===== src/rtl/layer2_classifier.sv =====
// layer2_classifier: second dense layer. Streams W2 weights and ReLU'd layer-1
// activations over a 16-bit Avalon-MM master, accumulates 10 Q8.8 dot products,
// writes saturated logits back to memory and reports the argmax digit.
module layer2_classifier #(
    parameter int unsigned N_IN     = 200,
    parameter int unsigned N_OUT    = 10,
    parameter int unsigned L1_BASE  = 400_000,
    parameter int unsigned W2_BASE  = 160_000,
    parameter int unsigned OUT_BASE = 450_000
) (
    input  logic        clk,
    input  logic        reset_n,
    input  logic        waitrequest,
    input  logic        readdatavalid,
    input  logic [15:0] readdata,
    output logic        chipselect,
    output logic [1:0]  byteenable,
    output logic        read_n,
    output logic        write_n,
    output logic [31:0] address,
    output logic [15:0] writedata,
    input  logic        ready,
    output logic        done,
    output logic [3:0]  digit,
    output logic [31:0] toHexLed
);

    localparam int unsigned AW   = 32;
    localparam int unsigned DW   = 16;
    localparam int unsigned IW   = 8;
    localparam int unsigned JW   = 4;
    localparam int unsigned ACCW = 40;
    localparam int unsigned PW   = 32;

    localparam logic [IW-1:0]        I_LAST    = IW'(N_IN - 1);
    localparam logic [JW-1:0]        J_LAST    = JW'(N_OUT - 1);
    localparam logic signed [DW-1:0] BEST_INIT = 16'sh8000;

    typedef enum logic [3:0] {
        IDLE    = 4'd0,
        RW_REQ  = 4'd1,
        RW_WAIT = 4'd2,
        RA_REQ  = 4'd3,
        RA_WAIT = 4'd4,
        MAC     = 4'd5,
        NEXT_I  = 4'd6,
        WR_REQ  = 4'd7,
        NEXT_J  = 4'd8,
        DONE    = 4'd9
    } state_t;

    state_t                 state, state_nxt;
    logic                   read_n_nxt, write_n_nxt, done_nxt;
    logic [AW-1:0]          address_nxt;
    logic [DW-1:0]          writedata_nxt;
    logic [JW-1:0]          digit_nxt;
    logic [IW-1:0]          i, i_nxt;
    logic [JW-1:0]          j, j_nxt;
    logic signed [ACCW-1:0] acc, acc_nxt;
    logic signed [DW-1:0]   best, best_nxt;
    logic [DW-1:0]          last_logit, last_logit_nxt;
    logic signed [DW-1:0]   w_val, w_val_nxt;
    logic signed [DW-1:0]   a_val, a_val_nxt;

    logic signed [PW-1:0]   prod;
    logic signed [ACCW-1:0] prod_ext;
    logic signed [ACCW-1:0] acc_sh;
    logic [DW-1:0]          logit;

    assign chipselect = 1'b1;
    assign byteenable = 2'b11;

    // Byte address of weight (jj, ii) in the row-major W2 matrix.
    function automatic logic [AW-1:0] weight_addr(input logic [JW-1:0] jj, input logic [IW-1:0] ii);
        return AW'(W2_BASE + 2 * (AW'(jj) * N_IN + AW'(ii)));
    endfunction

    // Byte address of layer-1 activation ii.
    function automatic logic [AW-1:0] act_addr(input logic [IW-1:0] ii);
        return AW'(L1_BASE + 2 * AW'(ii));
    endfunction

    // Byte address of output logit jj.
    function automatic logic [AW-1:0] out_addr(input logic [JW-1:0] jj);
        return AW'(OUT_BASE + 2 * AW'(jj));
    endfunction

    assign prod     = w_val * a_val;
    assign prod_ext = $signed({{(ACCW - PW){prod[PW-1]}}, prod});

    // Q8.8 logit from the accumulator, saturated to 16 bits.
    always_comb begin
        acc_sh = acc >>> 8;
        if (acc_sh > 40'sd32767) begin
            logit = 16'h7FFF;
        end else if (acc_sh < -40'sd32768) begin
            logit = 16'h8000;
        end else begin
            logit = acc_sh[DW-1:0];
        end
    end

    // Next-state, bus strobes and datapath updates.
    always_comb begin
        state_nxt      = state;
        read_n_nxt     = read_n;
        write_n_nxt    = write_n;
        address_nxt    = address;
        writedata_nxt  = writedata;
        done_nxt       = done;
        digit_nxt      = digit;
        i_nxt          = i;
        j_nxt          = j;
        acc_nxt        = acc;
        best_nxt       = best;
        last_logit_nxt = last_logit;
        w_val_nxt      = w_val;
        a_val_nxt      = a_val;

        case (state)
            IDLE: begin
                acc_nxt   = '0;
                i_nxt     = '0;
                j_nxt     = '0;
                best_nxt  = BEST_INIT;
                digit_nxt = '0;
                done_nxt  = 1'b0;
                if (ready) begin
                    state_nxt   = RW_REQ;
                    read_n_nxt  = 1'b0;
                    address_nxt = weight_addr('0, '0);
                end
            end
            RW_REQ: begin
                if (!waitrequest) begin
                    read_n_nxt = 1'b1;
                    state_nxt  = RW_WAIT;
                end
            end
            RW_WAIT: begin
                if (readdatavalid) begin
                    w_val_nxt   = $signed(readdata);
                    read_n_nxt  = 1'b0;
                    address_nxt = act_addr(i);
                    state_nxt   = RA_REQ;
                end
            end
            RA_REQ: begin
                if (!waitrequest) begin
                    read_n_nxt = 1'b1;
                    state_nxt  = RA_WAIT;
                end
            end
            RA_WAIT: begin
                if (readdatavalid) begin
                    a_val_nxt = readdata[DW-1] ? '0 : $signed(readdata);
                    state_nxt = MAC;
                end
            end
            MAC: begin
                acc_nxt   = acc + prod_ext;
                state_nxt = NEXT_I;
            end
            NEXT_I: begin
                if (i == I_LAST) begin
                    i_nxt         = '0;
                    write_n_nxt   = 1'b0;
                    address_nxt   = out_addr(j);
                    writedata_nxt = logit;
                    state_nxt     = WR_REQ;
                end else begin
                    i_nxt       = i + IW'(1);
                    read_n_nxt  = 1'b0;
                    address_nxt = weight_addr(j, i + IW'(1));
                    state_nxt   = RW_REQ;
                end
            end
            WR_REQ: begin
                if (!waitrequest) begin
                    write_n_nxt    = 1'b1;
                    last_logit_nxt = writedata;
                    if ($signed(writedata) > best) begin
                        best_nxt  = $signed(writedata);
                        digit_nxt = j;
                    end
                    state_nxt = NEXT_J;
                end
            end
            NEXT_J: begin
                acc_nxt = '0;
                if (j == J_LAST) begin
                    done_nxt  = 1'b1;
                    state_nxt = DONE;
                end else begin
                    j_nxt       = j + JW'(1);
                    read_n_nxt  = 1'b0;
                    address_nxt = weight_addr(j + JW'(1), '0);
                    state_nxt   = RW_REQ;
                end
            end
            DONE: begin
                if (!ready) begin
                    done_nxt  = 1'b0;
                    state_nxt = IDLE;
                end
            end
            default: begin
                state_nxt = IDLE;
            end
        endcase
    end

    // State, outputs and datapath registers with synchronous reset.
    always_ff @(posedge clk) begin
        if (!reset_n) begin
            state      <= IDLE;
            read_n     <= 1'b1;
            write_n    <= 1'b1;
            address    <= '0;
            writedata  <= '0;
            done       <= 1'b0;
            digit      <= '0;
            i          <= '0;
            j          <= '0;
            acc        <= '0;
            best       <= BEST_INIT;
            last_logit <= '0;
            w_val      <= '0;
            a_val      <= '0;
            toHexLed   <= '0;
        end else begin
            state      <= state_nxt;
            read_n     <= read_n_nxt;
            write_n    <= write_n_nxt;
            address    <= address_nxt;
            writedata  <= writedata_nxt;
            done       <= done_nxt;
            digit      <= digit_nxt;
            i          <= i_nxt;
            j          <= j_nxt;
            acc        <= acc_nxt;
            best       <= best_nxt;
            last_logit <= last_logit_nxt;
            w_val      <= w_val_nxt;
            a_val      <= a_val_nxt;
            toHexLed   <= {digit_nxt, j_nxt, 8'(state_nxt), last_logit_nxt};
        end
    end

endmodule

===== config.mk =====
export PLATFORM = sky130hd
export DESIGN_NAME = layer2_classifier
export DESIGN_NICKNAME = d
export VERILOG_FILES = /design/src/rtl/layer2_classifier.sv
export SDC_FILE = /design/constraint.sdc
export NUM_CORES = 1
export LEC_CHECK = 0
export ABC_CLOCK_PERIOD_IN_PS = 9500
export BUFFER_PORTS_ARGS = -buffer_cell sky130_fd_sc_hd__buf_2
export CAP_MARGIN = 20
export CORE_MARGIN = 10
export CORE_UTILIZATION = 60
export CTS_CLUSTER_SIZE = 12
export DETAILED_ROUTE_END_ITERATION = 7
export PLACE_DENSITY = 0.79
export SLEW_MARGIN = 20
export SYNTH_ARGS = -nofsm -noshare
export SYNTH_HDL_FRONTEND = slang
export SYNTH_SLANG_ARGS = --single-unit

===== constraint.sdc =====
create_clock -name clk -period 9.5 [get_ports clk]
set_input_delay 1.425 -clock clk [delete_from_list [all_inputs] [get_ports clk]]
set_output_delay 1.425 -clock clk [all_outputs]
set_load 0.02 [all_outputs]

==> results.yml <==
synthesis:
  synth-simple-area-share_pct: 16.2
  yosys-top-cells-count: "inv_1 (494), fa_1 (314), nand2_1 (304), dfxtp_1 (159), ha_1 (140)"
  ys.flop_type: "dfxtp_1"
  synth-seq-cells: 159
  ys_types: 73
  synth_top_area_share_pct: 31.8
  synth_top_family_by_area: "adder cells"
  ys_warn_count: 0
  synthTopCellsByArea: "fa_1 (32%), dfxtp_1 (16%), inv_1 (9.4%), ha_1 (8.9%), nand2_1 (5.8%)"
  yosysMostFrequentCell: "inv_1"
  synth_compound_area_share_pct: 10.7
  synth_area_sq_um: 19800
  async_reset_ff_share_pct: 0
  synthAdderAreaFrac_pct: 40.6
  yosysTopAreaCell: "fa_1"
  yosys-mux-area-fraction_pct: 1.06
  syn_area_per_cell_sq_um: 8.44
  synth_xor_xnor_area_share_pct: 2.92
  synth_cells: 2346
  ys_seq_area_share_pct: 16.1
  synth_edf_count: 0
critical_path:
  end_kind: "flop"
  path_class: "reg2reg"
  critPathArrivalTime_ns: 7.50
  cp_max_fo: 17
  required_ns: 9.81
  crit_path_start_kind: "flop"
clock_network:
  cts_hold_buf: 0
  cts_setup_buffers: 0
  cts_max_path_buffers: 2
  htreeDepth: 4
  cts.sinks: 159
  cts-root-buf: "clkbuf_16"
  cts_buffers: 17
  cts_tree: "yes"
  clock_latency_ns: 0.44
  clk_pin_slew_worst_paths_ns: 0.07
  cts_resized: 0
floorplanning:
  initial_core_util_pct: 60.8
  fp.dieArea_sq_um: 40700
  core.rowCount: 66
  io_pins: 111
  core-area_sq_um: 32500
  die_w_um: 202
  die_h_um: 202
run_status:
  status: "completed"
route:
  drtPass1Iterations: 8
  wl_per_cell_um: 17.5
  initialDrtViolationCount: 1044
  routed_wl_um: 49200
  ant_nets: 0
  vias: 15500
  drc_errors: 0
  avgViaCountPerCell: 5.52
cells_and_area:
  drive_gt1_share_pct: 6.24
  nets: 2833
  fillers: 2752
  fin_cells: 2814
  syn2layout_area_growth_pct: 5.96
timing:
  period_minus_slack_ns: 7.19
  hold_viol_final: 0
  slew_viol_final: 0
  max_clock_freq_ghz: 0.139
  slew_headroom_pct: 29.5
  finalSetupViolations: 0
  worst_pin_slew_ns: 1.06
  tns_ns: 0
  rsz0062_at_grt: "no"
  whs_ns: 0.452
  fin_crit_sh_pct: 75.7
  finClkSkew_ns: 0.0140
job:
  max_cap_viol_count: 0
power_and_ir_drop:
  irDropWorstVdd_mv: 0.136
  power_density_nw_per_um2: 70.3
  p_leak_uw: 0.0101
placement:
  gp_routability_congestion: 0.936
  post-place-cells: 2781
  dp_hpwl_um: 38600
  io_buffers: 88
global_route:
  overflow: 0
  grt_max_degree: 75
  grt_pass1_vias: 16900
  grt_pass1_wl_um: 84900
  antenna_found_initial: 1
  grt_usage_pct: 25.3
worst_hold_path:
  hold_class: "reg2reg"
power by group:
group	total, uW	leakage [uW]	internal (uW)	switching (uW)
combinational	95.6	0.00857	26.9	68.7
sequential	687	0.00128	672	15.0
clock	692	0.000284	372	321
metrics by stage:
step | area [sq um] | power [uW] | setup WS (ns) | util (%)
CTS | 21000 | 1480 | 2.27 | 64.4
global placement | 20400 | 794 | 2.42 | 62.6
finish | 21000 | 1480 | 2.31 | 64.5
detailed placement | 20400 | 796 | 2.29 | 62.6
global route | 21000 | 1520 | 1.67 | 64.5
floorplan | 19900 | 768 | 2.85 | -
cells by family after synthesis:
family                   Yosys count
AND/OR/NAND/NOR                  673
other                              2
adder cells (fa/ha/maj)          454
buffers and inverters            622
XOR/XNOR                          66
flip-flops                       159
multiplexers                      21
AO/OA/AOI/OAI                    349
flip-flops by register name, indices dropped and copies added, names as in the netlist, 8 cells and up:
register,count
address,17
i,8
acc,40
w_val,16
writedata,16
toHexLed,24
a_val,15
best,16
placed cells by master, fill, tap and decap left out, types with 40 or more instances in the layout:
cell,synthesis,final
nor2_1,89,88
a21oi_1,131,130
fa_1,314,314
ha_1,140,140
and2_1,137,137
buf_2,3,88
nand2_1,304,304
nand3_1,43,43
o21ai_0,77,77
xnor2_1,40,40
dfxtp_1,159,159
inv_1,494,493
routing by layer:
metal | global-route usage, % | up-vias | wire length (um)
li1 | - | 7204 | -
met1 | 31.7 | 7741 | 20600
met2 | 43.5 | 498 | 24600
met3 | 4.71 | 82 | 2960
met4 | 7.11 | 0 | 967
met5 | 0 | - | 0
area by class of cell:
class                           count  area [sq um]  area share, %
Clock buffer                       18           429           2.05
Tap cell                          442           553           2.64
Inverter                          494          1850           8.84
Multi-Input combinational cell   1585         14300           68.0
Sequential cell                   159          3180           15.2
Antenna cell                        1          2.50         0.0119
Timing Repair Buffer              101           538           2.57
Clock inverter                     14           154          0.734
worst max-delay path, stage by stage (launching register included):
cell	delay (ns)
dfxtp_1	0.69
and2_1	0.33
fa_1	0.50
inv_1	0.24
fa_1	0.51
inv_1	0.37
fa_1	0.60
fa_1	0.85
inv_1	0.19
fa_1	0.53
fa_1	0.54
inv_1	0.04
ha_1	0.38
a21o_1	0.19
a21oi_1	0.22
o21ai_0	0.15
a21o_1	0.19
a31o_1	0.19
a21oi_2	0.14
xnor2_1	0.13
o21ai_1	0.07
path summary, 6_finish.rpt:
path / slack (ns) / endpoint / start / depth (start not counted)
max: 2.31 / acc[38] / a_val[1] / 20
min: 0.45 / toHexLed[4] / toHexLed[4] / 2
max reg2reg: 2.31 / acc[38] / a_val[1] / 20
min reg2reg: 0.45 / toHexLed[4] / toHexLed[4] / 2
Power figures use the tool's default switching activity.
